<file path="src/rtl/rx_buf_pkg.sv">
// Shared types, defaults and the parity check for the receive message buffer.
package rx_buf_pkg;

  typedef enum logic [0:0] {
    S_IDLE  = 1'b0,
    S_CHECK = 1'b1
  } rxb_state_e;

  localparam int unsigned RXB_DEPTH = 16;
  localparam logic [7:0]  RXB_TERM  = 8'h23;

  // odd = 0 selects even parity, odd = 1 selects odd parity; returns 1 on failure
  function automatic logic parity_bad(input logic [7:0] msg, input logic par,
                                      input logic odd);
    return (^{msg, par}) ^ odd;
  endfunction

endpackage

</file>
<file path="src/rtl/rx_buf_mem.sv">
// DEPTH x 8 storage with one write port and one registered read port.
module rx_buf_mem #(
  parameter int unsigned DEPTH = 16,
  parameter int unsigned AW    = $clog2(DEPTH)
) (
  input  logic          i_clk,
  input  logic          i_reset,
  input  logic          i_wr_en,
  input  logic [AW-1:0] i_wr_addr,
  input  logic [7:0]    i_wr_data,
  input  logic          i_rd_en,
  input  logic [AW-1:0] i_rd_addr,
  output logic [7:0]    o_rd_data
);

  logic [7:0] r_mem [DEPTH];
  logic [7:0] r_rd_data;

  always_ff @(posedge i_clk) begin
    if (i_wr_en) r_mem[i_wr_addr] <= i_wr_data;
  end

  always_ff @(posedge i_clk) begin
    if (i_reset)      r_rd_data <= '0;
    else if (i_rd_en) r_rd_data <= r_mem[i_rd_addr];
  end

  assign o_rd_data = r_rd_data;

endmodule

</file>
<file path="src/rtl/rx_msg_buffer.sv">
// Receive-side byte FIFO behind uart_rx: edge capture, parity check, message
// counting on terminator bytes, and sticky error reporting.
module rx_msg_buffer
  import rx_buf_pkg::*;
#(
  parameter int unsigned DEPTH    = RXB_DEPTH,
  parameter logic [7:0]  TERM     = RXB_TERM,
  parameter bit          DROP_BAD = 1'b1
) (
  input  logic                     clk_3125_rx,
  input  logic                     reset,
  input  logic                     parity_type,
  input  logic [7:0]               rx_msg,
  input  logic                     rx_parity,
  input  logic                     rx_complete,
  input  logic                     rd_en,
  input  logic                     clear_err,
  output logic [7:0]               rb_out,
  output logic                     rb_valid,
  output logic                     rb_empty,
  output logic                     rb_full,
  output logic [$clog2(DEPTH):0]   rb_count,
  output logic                     msg_ready,
  output logic                     parity_err,
  output logic                     overflow,
  output logic [7:0]               err_count
);

  localparam int unsigned AW = $clog2(DEPTH);
  localparam int unsigned CW = AW + 1;

  rxb_state_e    r_state, w_state_nxt;
  logic          r_rxc_q, r_hold_par, w_latch;
  logic [7:0]    r_hold_msg;
  logic [AW-1:0] r_wr_ptr, r_rd_ptr;
  logic [CW-1:0] r_count, r_msgs, w_count_nxt, w_msgs_nxt;
  logic [DEPTH-1:0] r_term;
  logic          r_valid, r_empty, r_full, r_msg_ready, r_par_err, r_ovf;
  logic [7:0]    r_err_count, w_err_base, w_err_nxt;
  logic          w_capture, w_in_check, w_bad, w_store, w_full;
  logic          w_wr, w_ovf, w_rd, w_term_wr, w_term_rd;

  assign w_capture  = rx_complete && !r_rxc_q;
  assign w_in_check = (r_state == S_CHECK);

  always_comb begin
    w_state_nxt = r_state;
    w_latch     = 1'b0;
    case (r_state)
      S_IDLE:  if (w_capture) begin
                 w_latch     = 1'b1;
                 w_state_nxt = S_CHECK;
               end
      S_CHECK: w_state_nxt = S_IDLE;
      default: w_state_nxt = S_IDLE;
    endcase
  end

  // Full is judged on pre-read occupancy, so a same-cycle read never frees room
  assign w_bad     = w_in_check && parity_bad(r_hold_msg, r_hold_par, parity_type);
  assign w_store   = w_in_check && !(w_bad && DROP_BAD);
  assign w_full    = (r_count == CW'(DEPTH));
  assign w_ovf     = w_store && w_full;
  assign w_wr      = w_store && !w_full;
  assign w_rd      = rd_en && (r_count != '0);
  assign w_term_wr = w_wr && (r_hold_msg == TERM);
  assign w_term_rd = w_rd && r_term[r_rd_ptr];

  assign w_count_nxt = r_count + CW'(w_wr) - CW'(w_rd);
  assign w_msgs_nxt  = r_msgs + CW'(w_term_wr) - CW'(w_term_rd);

  // A new error in the same cycle as clear_err restarts the count at 1
  assign w_err_base = clear_err ? '0 : r_err_count;
  assign w_err_nxt  = ((w_bad || w_ovf) && (w_err_base != 8'hFF)) ? w_err_base + 8'd1
                                                                  : w_err_base;

  always_ff @(posedge clk_3125_rx) begin
    if (reset) begin
      r_state     <= S_IDLE;
      r_rxc_q     <= 1'b0;
      r_hold_msg  <= '0;
      r_hold_par  <= 1'b0;
      r_wr_ptr    <= '0;
      r_rd_ptr    <= '0;
      r_count     <= '0;
      r_msgs      <= '0;
      r_valid     <= 1'b0;
      r_empty     <= 1'b1;
      r_full      <= 1'b0;
      r_msg_ready <= 1'b0;
      r_par_err   <= 1'b0;
      r_ovf       <= 1'b0;
      r_err_count <= '0;
    end else begin
      r_state     <= w_state_nxt;
      r_rxc_q     <= rx_complete;
      if (w_latch) begin
        r_hold_msg <= rx_msg;
        r_hold_par <= rx_parity;
      end
      if (w_wr) r_wr_ptr <= r_wr_ptr + AW'(1);
      if (w_rd) r_rd_ptr <= r_rd_ptr + AW'(1);
      r_count     <= w_count_nxt;
      r_msgs      <= w_msgs_nxt;
      r_valid     <= w_rd;
      r_empty     <= (w_count_nxt == '0);
      r_full      <= (w_count_nxt == CW'(DEPTH));
      r_msg_ready <= (w_msgs_nxt != '0);
      r_par_err   <= w_bad || (r_par_err && !clear_err);
      r_ovf       <= w_ovf || (r_ovf && !clear_err);
      r_err_count <= w_err_nxt;
    end
  end

  always_ff @(posedge clk_3125_rx) begin
    if (w_wr) r_term[r_wr_ptr] <= (r_hold_msg == TERM);
  end

  rx_buf_mem #(.DEPTH(DEPTH), .AW(AW)) u_mem (
    .i_clk     (clk_3125_rx),
    .i_reset   (reset),
    .i_wr_en   (w_wr),
    .i_wr_addr (r_wr_ptr),
    .i_wr_data (r_hold_msg),
    .i_rd_en   (w_rd),
    .i_rd_addr (r_rd_ptr),
    .o_rd_data (rb_out)
  );

  assign rb_valid   = r_valid;
  assign rb_empty   = r_empty;
  assign rb_full    = r_full;
  assign rb_count   = r_count;
  assign msg_ready  = r_msg_ready;
  assign parity_err = r_par_err;
  assign overflow   = r_ovf;
  assign err_count  = r_err_count;

endmodule
</file>
<file path="config.mk">
export PLATFORM = sky130hd
export DESIGN_NAME = rx_msg_buffer
export DESIGN_NICKNAME = d
export VERILOG_FILES = /design/src/rtl/rx_buf_pkg.sv /design/src/rtl/rx_buf_mem.sv /design/src/rtl/rx_msg_buffer.sv
export SDC_FILE = /design/constraint.sdc
export NUM_CORES = 1
export LEC_CHECK = 0
export ABC_AREA = 1
export CORE_ASPECT_RATIO = 0.75
export CORE_MARGIN = 3
export CORE_UTILIZATION = 40
export DETAILED_ROUTE_END_ITERATION = 10
export GPL_TIMING_DRIVEN = 0
export HOLD_SLACK_MARGIN = 0.05
export MAX_ROUTING_LAYER = met4
export PLACE_DENSITY = 0.62
export SKIP_LAST_GASP = 1
export SYNTH_ARGS = -nofsm -noshare
export SYNTH_HDL_FRONTEND = slang
export SYNTH_SLANG_ARGS = --single-unit
</file>
<file path="constraint.sdc">
create_clock -name clk_3125_rx -period 3.62 [get_ports clk_3125_rx]
set_input_delay 0.543 -clock clk_3125_rx [delete_from_list [all_inputs] [get_ports clk_3125_rx]]
set_output_delay 0.543 -clock clk_3125_rx [all_outputs]
set_load 0.02 [all_outputs]
</file>
==> impl_metrics.py, run 1 <==
metrics = {
    "outcome": {
        "run_status": "finished clean",
    },
    "placed_design": {
        "place_inst": 1029,
        "place_worst_setup_slack_ps": -96.3,
        "placedInstanceArea_sq_um": 8950,
        "finalWeightedCongestion": 0.848,
        "final_hpwl_dp_um": 13900,
        "numPortBuffers": 41,
    },
    "clocking": {
        "cts_num_sinks": 195,
        "cts_bufs_inserted": 17,
        "tritoncts": "yes",
        "h-tree-depth": 4,
        "root_buffer": "sky130_fd_sc_hd__clkbuf_16",
        "clock_tree.buffer_depth": 2,
        "postCtsHoldBufs": 0,
        "cts.clk_slew.worst_paths_ps": 70,
        "insertion_delay_of_the_later_clocked_pin_in_the_worst_skew_pair_ps": 440,
    },
    "cells_and_area": {
        "stdcell_count": 1061,
        "layout_commonest_cell": "sky130_fd_sc_hd__edfxtp_1",
        "final_nets": 828,
        "finalInstanceArea_sq_um": 9530,
        "syn_to_final_growth_pct": 16.1,
        "final_cell_mix": "sky130_fd_sc_hd__edfxtp_1 (144), sky130_fd_sc_hd__nor2_1 (118), sky130_fd_sc_hd__o21ai_0 (86), sky130_fd_sc_hd__nand2_1 (62), sky130_fd_sc_hd__inv_1 (51)",
        "drive_gt1_share_pct": 11.0,
    },
    "global_route": {
        "grt_start_max_net_pins": 20,
        "wire_length_of_the_first_global_routing_pass_um": 31700,
        "grt_overflow_total": 0,
        "first_global_vias": 5380,
        "antenna_found_initial": 1,
        "grtUsageTotal_pct": 20.0,
    },
    "critical_path": {
        "cp-end-kind": "flip-flop",
        "cp_num_buf_inv": 4,
        "critical-path-slowest-cell": "sky130_fd_sc_hd__dfxtp_1",
        "worstSetupPathType": "flip-flop to flip-flop",
        "start_kind": "flip-flop",
        "worst_reg_to_reg_cells": 17,
        "critPathMaxFanout": 10,
        "timing.critical_path.depth": 17,
        "worst_path_cell_trace": "clkinvlp_4 -> clkbuf_2 -> o21ai_0 -> o221ai_1 -> o21ai_1 -> nand2_1 -> nand2_1 -> a31oi_1 -> ha_1 -> inv_1 -> ha_1 -> inv_1 -> fa_1 -> nor2_1 -> a211oi_1 -> xnor2_1 -> a41oi_1",
        "critical_path_arrival_ps": 3640,
        "timing.critical_path.required_ps": 3920,
        "critPathTopFamily": "adder cells",
        "worst_path_largest_cell_delay_ps": 430,
    },
    "floorplan": {
        "boundaryPins": 42,
        "design.die.area_sq_um": 22300,
        "placement_rows": 44,
        "floorplan.core_area_sq_um": 19800,
        "dieHeight_um": 130,
        "initial_core_util_pct": 41.5,
        "die_width_um": 171,
    },
    "synth": {
        "syn_area_per_cell_sq_um": 11.2,
        "yosys_register_bits": 195,
        "synth-async-reset-ratio_pct": 0,
        "most_common_flop_cell_mapped_by_yosys": "sky130_fd_sc_hd__edfxtp_1",
        "synth_fp_nets": 768,
        "ys_seq_area_share_pct": 65.1,
        "netlist-cell-type-count": 42,
        "synth_cells": 734,
        "syn-cell-area_sq_um": 8210,
        "synth_enable_flop_cells": 144,
        "synth_warnings": 0,
    },
    "worst_hold_path": {
        "hold_path_class": "flip-flop to flip-flop",
        "worstHoldPathCells": 2,
    },
    "route": {
        "dr.first_iter.drc_count": 641,
        "drt_pass1_iterations": 7,
        "dr_wl_met3_um": 1880,
        "num_vias": 5784,
        "m1WireLength_um": 10100,
        "routedWlPerCell_um": 19.6,
        "routed-wl-met2_um": 8410,
        "via_per_inst": 5.45,
        "antenna_left": 0,
        "drt_drc_violations_left": 0,
        "drt-total-wl_um": 20800,
        "highest_layer": "met4",
    },
    "power": {
        "power.density_nw_per_um2": 638,
        "clock_power_share_pct": 27.9,
        "netSwitchingPower_mw": 2.07,
        "power.static_leakage_nw": 3.41,
        "register_share_of_total_power_pct": 43.7,
        "vdd_ir_drop_max_mv": 0.355,
        "swShare_pct": 34.1,
        "intPower_mw": 4.01,
        "pwr-share-comb_pct": 28.4,
    },
    "sta": {
        "headroom_to_the_max_slew_limit_pct": 33.2,
        "hold-worst-slack_ps": 478,
        "post-route-worst-setup-slack_ps": 284,
        "number_of_hold_slack_violations_in_the_final_timing_report": 0,
        "fin_crit_ps": 3340,
        "fin_tns_setup_ps": 0,
        "timing.clock.skew_ps": 9.30,
        "timing.final.crit_share_pct": 92.1,
        "rsz0062_at_grt": "no",
        "final_max_slew_viol_count": 0,
        "finalSetupViolCount": 0,
        "fmaxAchievable_ghz": 0.300,
        "worst_slew_pin_slew_ps": 999,
    },
    "run": {
        "max_cap_viol_count": 0,
    },
}
-- sequential cells by signal (all words and copies together) (netlist names) --
signal / cells
r_term: 16
r_wr_ptr: 4
r_rd_ptr: 4
u_mem.r_mem: 128
rb_empty: 1
rb_valid: 1
u_mem.o_rd_data: 8
rb_count: 5
parity_err: 1
r_hold_msg: 8
r_state: 1
rb_full: 1
r_rxc_q: 1
r_hold_par: 1
msg_ready: 1
r_msgs: 5
err_count: 8
overflow: 1
-- layout make-up --
cell class,instances,area [sq um]
clock inverter,14,92.6
fill,1788,10200
clock buffer,18,429
sequential,195,5380
buffer,32,151
timing repair buffer,42,418
inverter,64,246
multi-input combinational,442,2490
antenna,1,2.50
tap,253,317
-- layer usage --
metal | global-route usage (%) | vias up
li1 | - | 2725
met5 | - | -
met4 | 4.21 | 0
met2 | 27.0 | 261
met1 | 29.7 | 2764
met3 | 6.24 | 34
-- final timing paths --
check	slack [ps]	endpoint	from
worst max register to register	280	msg_ready	r_rd_ptr[1]
worst min-delay path	480	r_hold_par	r_hold_par
worst max-delay path	280	msg_ready	r_rd_ptr[1]
worst min register to register	480	r_hold_par	r_hold_par
-- Yosys cell counts, types with 4 or more instances --
| cell type | n | area share, % |
|---|---|---|
| sky130_fd_sc_hd__nor2_1 | 118 | 5.4 |
| sky130_fd_sc_hd__xnor2_1 | 4 | 0.43 |
| sky130_fd_sc_hd__edfxtp_1 | 144 | 53 |
| sky130_fd_sc_hd__dfxtp_1 | 51 | 12 |
| sky130_fd_sc_hd__a21oi_2 | 4 | 0.43 |
| sky130_fd_sc_hd__a21oi_1 | 20 | 1.2 |
| sky130_fd_sc_hd__nand2_4 | 4 | 0.55 |
| sky130_fd_sc_hd__nand2_1 | 62 | 2.8 |
| sky130_fd_sc_hd__xor2_1 | 11 | 1.2 |
| sky130_fd_sc_hd__inv_2 | 8 | 0.37 |
| sky130_fd_sc_hd__buf_2 | 9 | 0.55 |
| sky130_fd_sc_hd__o221ai_1 | 24 | 2.6 |
| sky130_fd_sc_hd__nand4_1 | 4 | 0.30 |
| sky130_fd_sc_hd__nand2_2 | 8 | 0.61 |
| sky130_fd_sc_hd__o21ai_0 | 86 | 5.2 |
| sky130_fd_sc_hd__ha_1 | 17 | 2.6 |
| sky130_fd_sc_hd__o22ai_1 | 12 | 0.91 |
| sky130_fd_sc_hd__inv_1 | 52 | 2.4 |
| sky130_fd_sc_hd__clkbuf_1 | 22 | 1.0 |
| sky130_fd_sc_hd__o211ai_1 | 17 | 1.6 |
| sky130_fd_sc_hd__nand3_1 | 29 | 1.8 |
-- per-stage QoR --
step	util, %	power, mW
after global placement	45.2	4.37
after detailed placement	45.3	4.39
after floorplan	-	3.76
final	48.2	6.08
after global routing	48.2	6.40
after CTS	47.9	6.06
-- timing repair --
item / in CTS / in global routing
pin swaps: 0 / 0
resized for setup: 2 / 33
setup endpoints to repair: 2 / 6
buffers inserted: 0 / 0
-- worst min-delay path, stage by stage (launching register included) --
cell,delay [ps]
sky130_fd_sc_hd__dfxtp_1,310
sky130_fd_sc_hd__inv_1,60
sky130_fd_sc_hd__a21oi_1,50
-- power by group through the flow --
| stage | Sequential (mW) | Combinational [mW] | Clock (mW) |
|---|---|---|---|
| global route | 2.67 | 1.91 | 1.81 |
| floorplan | 2.75 | 1.01 | 0 |
| CTS | 2.66 | 1.69 | 1.71 |
| finish | 2.66 | 1.73 | 1.69 |
| global placement | 2.70 | 1.67 | 0 |
| detailed placement | 2.70 | 1.68 | 0 |
-- kinds of logic after synthesis --
group,Yosys count,share of synthesized area [%]
AND/OR/NAND/NOR,238,13.1
AO/OA/AOI/OAI,170,12.5
buffers and inverters,97,4.66
XOR/XNOR,15,1.60
flip-flops,195,65.1
adder cells (fa/ha/maj),19,3.08
Power figures use the tool's default switching activity.
==> inputs of run 2 (changes only) <==
CORE_UTILIZATION = 45   (was 40)
PLACE_DENSITY = 0.66   (was 0.62)
clock period = 3.8 ns   (was 3.62 ns; I/O delays follow)
==> impl_metrics.py, run 2 (synthesis gave the netlist of run 1 again) <==
metrics = {
    "outcome": {
        "run_status": "finished clean",
    },
    "cells_and_area": {
        "syn_to_final_growth_pct": 16.7,
        "regMostFlops": "u_mem.r_mem",
        "largest_register_ffs": 128,
        "post-route-util_pct": 53.9,
        "stdcell_count": 1049,
        "drive_gt1_share_pct": 11.2,
        "final_cell_mix": "sky130_fd_sc_hd__edfxtp_1 (144), sky130_fd_sc_hd__nor2_1 (118), sky130_fd_sc_hd__o21ai_0 (86), sky130_fd_sc_hd__nand2_1 (62), sky130_fd_sc_hd__inv_1 (52)",
        "antenna_cells": 0,
        "final.fill_count": 1548,
        "layout_commonest_cell": "sky130_fd_sc_hd__edfxtp_1",
        "biggestRegsByFlops": "u_mem.r_mem: 128 flops, r_term: 16 flops",
        "final_nets": 828,
    },
    "clocking": {
        "cts_bufs_inserted": 17,
        "post_cts.repair.setup_buffers": 0,
        "h-tree-depth": 4,
        "insertion_delay_of_the_later_clocked_pin_in_the_worst_skew_pair_ps": 440,
        "cts_num_sinks": 195,
        "tritoncts": "yes",
        "cts.clk_slew.worst_paths_ps": 70,
        "root_buffer": "sky130_fd_sc_hd__clkbuf_16",
        "clock_tree.buffer_depth": 2,
    },
    "route": {
        "drt-total-wl_um": 21400,
        "dr.first_iter.drc_count": 759,
        "via_per_inst": 5.55,
        "drt_pass1_iterations": 8,
        "num_vias": 5825,
        "routedWlPerCell_um": 20.4,
        "drt_drc_violations_left": 0,
        "antenna_left": 0,
    },
    "critical_path": {
        "start_kind": "flip-flop",
        "timing.critical_path.required_ps": 4100,
        "worstSetupPathType": "flip-flop to flip-flop",
        "critPathMaxFanout": 10,
        "cp-end-kind": "flip-flop",
        "critical_path_arrival_ps": 3870,
    },
    "run": {
        "max_cap_viol_count": 0,
    },
    "floorplan": {
        "design.die.area_sq_um": 19900,
        "floorplan.core_area_sq_um": 17800,
        "dieHeight_um": 123,
        "initial_core_util_pct": 46.2,
        "die_width_um": 162,
        "boundaryPins": 42,
        "placement_rows": 42,
    },
    "power": {
        "vdd_ir_drop_max_mv": 0.328,
        "power.static_leakage_nw": 3.46,
        "power.total_mw": 6.05,
        "power.density_nw_per_um2": 632,
    },
    "global_route": {
        "first_global_vias": 5716,
        "grt_start_max_net_pins": 20,
        "wire_length_of_the_first_global_routing_pass_um": 32500,
        "grt_overflow_total": 0,
        "grtUsageTotal_pct": 22.7,
        "antenna_found_initial": 0,
    },
    "sta": {
        "finalSetupViolCount": 0,
        "fmaxAchievable_ghz": 0.281,
        "final_max_slew_viol_count": 0,
        "number_of_hold_slack_violations_in_the_final_timing_report": 0,
        "fin_crit_ps": 3560,
        "headroom_to_the_max_slew_limit_pct": 34.2,
        "rsz0062_at_grt": "no",
        "timing.final.crit_share_pct": 93.8,
        "fin_tns_setup_ps": 0,
        "timing.clock.skew_ps": 9.21,
        "post-route-worst-setup-slack_ps": 236,
        "worst_slew_pin_slew_ps": 983,
    },
    "placed_design": {
        "place_inst": 1018,
        "place_worst_setup_slack_ps": -88.5,
        "finalWeightedCongestion": 0.935,
        "numPortBuffers": 41,
        "final_hpwl_dp_um": 14800,
    },
    "worst_hold_path": {
        "hold_path_class": "flip-flop to flip-flop",
    },
}
[run 2: cell count changes in the layout (fill, tap and decap cells not counted), sizes merged]
cell and delta:
inv +3, clkinv -4, clkbuf -2, clkinvlp -2, buf +1, diode -1, bufinv +4
[run 2: final cells by class]
class / count / area, sq um / share of cell area (%)
plain buffers: 32 / 145 / 1.52
inverters: 64 / 243 / 2.53
multi-input cells: 442 / 2490 / 26.1
repair buffers: 42 / 422 / 4.40
well taps: 242 / 303 / 3.16
flip-flops and latches: 195 / 5360 / 55.9
clock buffers: 17 / 425 / 4.44
clock inverters: 15 / 188 / 1.96
[run 2: timing repair]
action | 4_1_cts | 5_1_grt
hold buffers | 0 | 0
gates resized for setup | 0 | 23
setup endpoints to repair | 0 | 5
[run 2: worst max-delay path, cell delays in order, from the launching register on]
cell	delay, ps
sky130_fd_sc_hd__dfxtp_1	340
sky130_fd_sc_hd__inv_1	300
sky130_fd_sc_hd__clkbuf_2	350
sky130_fd_sc_hd__o21ai_0	140
sky130_fd_sc_hd__o221ai_1	170
sky130_fd_sc_hd__o21ai_1	90
sky130_fd_sc_hd__nand2_1	110
sky130_fd_sc_hd__nand2_1	80
sky130_fd_sc_hd__a31oi_1	330
sky130_fd_sc_hd__ha_1	300
sky130_fd_sc_hd__inv_1	60
sky130_fd_sc_hd__ha_1	150
sky130_fd_sc_hd__inv_1	50
sky130_fd_sc_hd__fa_1	400
sky130_fd_sc_hd__nor2_1	160
sky130_fd_sc_hd__a211oi_1	70
sky130_fd_sc_hd__xnor2_1	200
sky130_fd_sc_hd__a41oi_1	140
[run 2: metal layers]
| metal | vias up | wire [um] | GRT usage (%) |
|---|---|---|---|
| li1 | 2726 | - | - |
| met1 | 2811 | 9590 | 32.9 |
| met2 | 263 | 9130 | 31.6 |
| met3 | 25 | 2390 | 6.43 |
| met4 | 0 | 280 | 5.91 |
| met5 | - | 0 | - |
[run 2: power by group]
part           switching [mW]  total (mW)  internal (mW)
registers               0.123        2.54           2.42
logic                    1.07        1.64          0.569
clock network           0.776        1.87           1.10
[run 2: through the flow]
step / cell area, sq um / hold slack [ps]
after floorplan: 8210 / 445
after global placement: 8920 / 458
after detailed placement: 8940 / 460
after CTS: 9550 / 471
after global routing: 9580 / 495
final: 9580 / 469
[run 2: final timing paths]
path	from	to	slack (ps)	cells after the start
worst min-delay path	parity_err	parity_err	470	2
worst min register to register	parity_err	parity_err	470	2
worst max-delay path	r_rd_ptr[1]	msg_ready	240	17
worst max register to register	r_rd_ptr[1]	msg_ready	240	17
==> inputs of run 3 (changes only) <==
ABC_AREA = 0   (was 1)
SLEW_MARGIN = 20   (was unset)
==> impl_metrics.py, run 3 <==
metrics = {
    "clocking": {
        "root_buffer": "sky130_fd_sc_hd__clkbuf_16",
        "tritoncts": "yes",
        "h-tree-depth": 4,
        "cts.clk_slew.worst_paths_ps": 80,
        "cts_num_sinks": 195,
        "postCtsHoldBufs": 0,
        "clock_tree.buffer_depth": 2,
        "cts_bufs_inserted": 17,
        "insertion_delay_of_the_later_clocked_pin_in_the_worst_skew_pair_ps": 430,
    },
    "cells_and_area": {
        "post-route-util_pct": 54.9,
        "regMostFlops": "u_mem.r_mem",
        "biggestRegsByFlops": "u_mem.r_mem: 128 flops, r_term: 16 flops",
        "drive_gt1_share_pct": 18.5,
        "layout_commonest_cell": "sky130_fd_sc_hd__edfxtp_1",
        "largest_register_ffs": 128,
        "final.fill_count": 1381,
        "final_nets": 615,
        "antenna_cells": 0,
        "final_cell_mix": "sky130_fd_sc_hd__edfxtp_1 (144), sky130_fd_sc_hd__nor2_1 (49), sky130_fd_sc_hd__dfxtp_1 (43), sky130_fd_sc_hd__clkdlybuf4s50_1 (41), sky130_fd_sc_hd__mux4_2 (37)",
        "syn_to_final_growth_pct": 17.5,
    },
    "global_route": {
        "antenna_found_initial": 1,
        "grt_start_max_net_pins": 20,
        "first_global_vias": 4625,
        "grt_overflow_total": 0,
        "wire_length_of_the_first_global_routing_pass_um": 27000,
        "grtUsageTotal_pct": 19.1,
    },
    "power": {
        "power.static_leakage_nw": 3.13,
        "power.density_nw_per_um2": 617,
        "power.total_mw": 5.81,
        "vdd_ir_drop_max_mv": 0.308,
    },
    "floorplan": {
        "die_width_um": 160,
        "floorplan.core_area_sq_um": 17100,
        "initial_core_util_pct": 46.7,
        "placement_rows": 41,
        "boundaryPins": 42,
        "dieHeight_um": 122,
        "design.die.area_sq_um": 19500,
    },
    "route": {
        "drt_pass1_iterations": 4,
        "drt_drc_violations_left": 0,
        "antenna_left": 0,
        "routedWlPerCell_um": 21.1,
        "via_per_inst": 5.55,
        "drt-total-wl_um": 17500,
        "num_vias": 4609,
        "dr.first_iter.drc_count": 488,
    },
    "worst_hold_path": {
        "hold_path_class": "flip-flop to flip-flop",
        "timing.hold.worst.start": "err_count[5]",
        "worstHoldPathCells": 2,
        "min_to": "err_count[5]",
    },
    "sta": {
        "headroom_to_the_max_slew_limit_pct": 24.7,
        "timing.final.crit_share_pct": 94.2,
        "final_max_slew_viol_count": 0,
        "number_of_hold_slack_violations_in_the_final_timing_report": 0,
        "timing.clock.skew_ps": 15.7,
        "worst_slew_pin_slew_ps": 1130,
        "fmaxAchievable_ghz": 0.279,
        "rsz0062_at_grt": "yes",
        "fin_crit_ps": 3580,
        "finalSetupViolCount": 0,
    },
    "critical_path": {
        "worst_reg_to_reg_cells": 14,
        "worst_path_cell_trace": "buf_2 -> mux4_2 -> mux4_2 -> and2_1 -> ha_1 -> inv_1 -> ha_1 -> inv_1 -> fa_1 -> inv_1 -> a21o_1 -> a21oi_1 -> xnor2_1 -> a41oi_1",
        "start_kind": "flip-flop",
        "critical_path_arrival_ps": 3870,
        "critical-path-slowest-cell": "sky130_fd_sc_hd__mux4_2",
        "cp-end-kind": "flip-flop",
        "worst_r2r_startpoint": "r_rd_ptr[0]",
        "reg2reg_setup_slack_ps": 220,
        "rr_endpoint": "msg_ready",
        "critPathMaxFanout": 10,
        "worstSetupPathType": "flip-flop to flip-flop",
        "timing.critical_path.required_ps": 4090,
        "worst_path_most_repeated_cell": "sky130_fd_sc_hd__inv_1",
        "worst_path_largest_cell_delay_ps": 560,
    },
    "outcome": {
        "run_status": "finished clean",
    },
    "synth": {
        "syn_area_per_cell_sq_um": 15.6,
        "synth_enable_flop_cells": 144,
        "ys_seq_area_share_pct": 66.7,
        "yosys_register_bits": 195,
        "synth_fp_nets": 547,
        "synth_cells": 513,
        "netlist-cell-type-count": 56,
        "most_common_flop_cell_mapped_by_yosys": "sky130_fd_sc_hd__edfxtp_1",
        "syn-cell-area_sq_um": 8010,
        "post-synth-top-count-cell": "sky130_fd_sc_hd__edfxtp_1",
        "synth-async-reset-ratio_pct": 0,
        "synth_top_cell_by_area": "sky130_fd_sc_hd__edfxtp_1",
        "ys_top_cells_by_area": "sky130_fd_sc_hd__edfxtp_1 (54%), sky130_fd_sc_hd__dfxtp_1 (13%), sky130_fd_sc_hd__mux4_2 (10%)",
        "portion_of_synthesized_cell_area_occupied_by_the_leading_cell_type_pct": 54.0,
        "synthTopCellsByCount": "sky130_fd_sc_hd__edfxtp_1 (144), sky130_fd_sc_hd__dfxtp_1 (51), sky130_fd_sc_hd__nor2_1 (49)",
        "synth_warnings": 0,
    },
    "placed_design": {
        "numPortBuffers": 41,
        "finalWeightedCongestion": 0.841,
        "final_hpwl_dp_um": 11800,
    },
    "run": {
        "max_cap_viol_count": 0,
    },
}
[run 3: changes by cell type in the layout (fill, tap and decap cells not counted), sizes merged, moves of 10 or more]
cell / delta
nand3: -23
o21ai: -86
o22ai: -12
nor2: -71
nor2b: +10
buf: +12
clkbuf: -10
o221ai: -24
o211ai: -16
inv: -36
nand2: -66
a22oi: +17
mux4: +37
mux2i: +11
[run 3: how the worst max path moves through the flow]
| stage | slack (ps) | end | start |
|---|---|---|---|
| detailed placement | -310 | rb_full | parity_type |
| floorplan | 460 | rb_full | r_hold_msg[3] |
| finish | 220 | msg_ready | r_rd_ptr[0] |
| global route | -2 | rb_full | r_hold_msg[5] |
| global placement | -380 | u_mem.r_mem[0][0] | parity_type |
| CTS | 1 | msg_ready | r_hold_msg[1] |
[run 3: kinds of logic (layout without fill, tap and decap cells)]
group / count (synthesis) / count (layout) / share of synthesized area, %
compound gates: 68 / 68 / 5.80
xor+xnor: 20 / 20 / 2.47
fa+ha+maj: 19 / 19 / 3.16
buf+inv: 48 / 129 / 2.50
flops: 195 / 195 / 66.7
mux: 51 / 51 / 12.2
simple gates: 112 / 112 / 7.09
[run 3: timing repair]
item | 4_1_cts | 5_1_grt
buffers inserted | 0 | 4
cloned | 0 | 0
resized for setup | 4 | 13
hold endpoints to repair | 0 | 0
endpoints found under the setup margin | 5 | 5
pin swaps | 0 | 1
[run 3: layer usage]
metal	global-route usage, %	vias up	part of all wire [%]
li1	-	2107	-
met1	28.3	2353	48
met2	27.9	131	45
met3	3.20	18	5.7
met4	4.93	0	1.1
met5	-	-	0
[run 3: layout make-up]
class	count	area, sq um	area share (%)
inverter	21	78.8	0.837
clock inverter	15	150	1.60
timing repair buffer	49	470	5.00
clock buffer	17	425	4.52
sequential	195	5370	57.0
multi-input combinational	270	2500	26.6
tap	236	295	3.14
buffer	27	123	1.30
[run 3: power by group]
group          switching [mW]  total, mW  internal (mW)
Combinational           0.829       1.56          0.729
Sequential             0.0979       2.49           2.40
Clock                   0.828       1.75          0.924
Total                    1.76       5.81           4.05
[run 3: per-stage QoR]
stage | TNS, ps | cells | worst slack, ps | cell area (sq um) | hold WS (ps)
5_1_grt | -1.92 | 830 | -1.92 | 9410 | 518
2_1_floorplan | 0 | 513 | 457 | 8010 | 482
4_1_cts | 0 | 826 | 1.22 | 9350 | 499
3_3_place_gp | -12430 | 790 | -385 | 8710 | 466
6_report | 0 | 830 | 220 | 9410 | 497
3_5_place_dp | -1390 | 794 | -305 | 8760 | 485
[run 3: critical path: cells and delay by family, from the launching register on]
| kind | cells | cell delay [ps] |
|---|---|---|
| DFF | 1 | 350 |
| muxes | 2 | 1040 |
| and+or+nand+nor | 1 | 180 |
| AOI/OAI and AO/OA | 3 | 320 |
| buffers and inverters | 4 | 510 |
| xor gates and xnor gates | 1 | 190 |
| adders and majority gates | 3 | 840 |
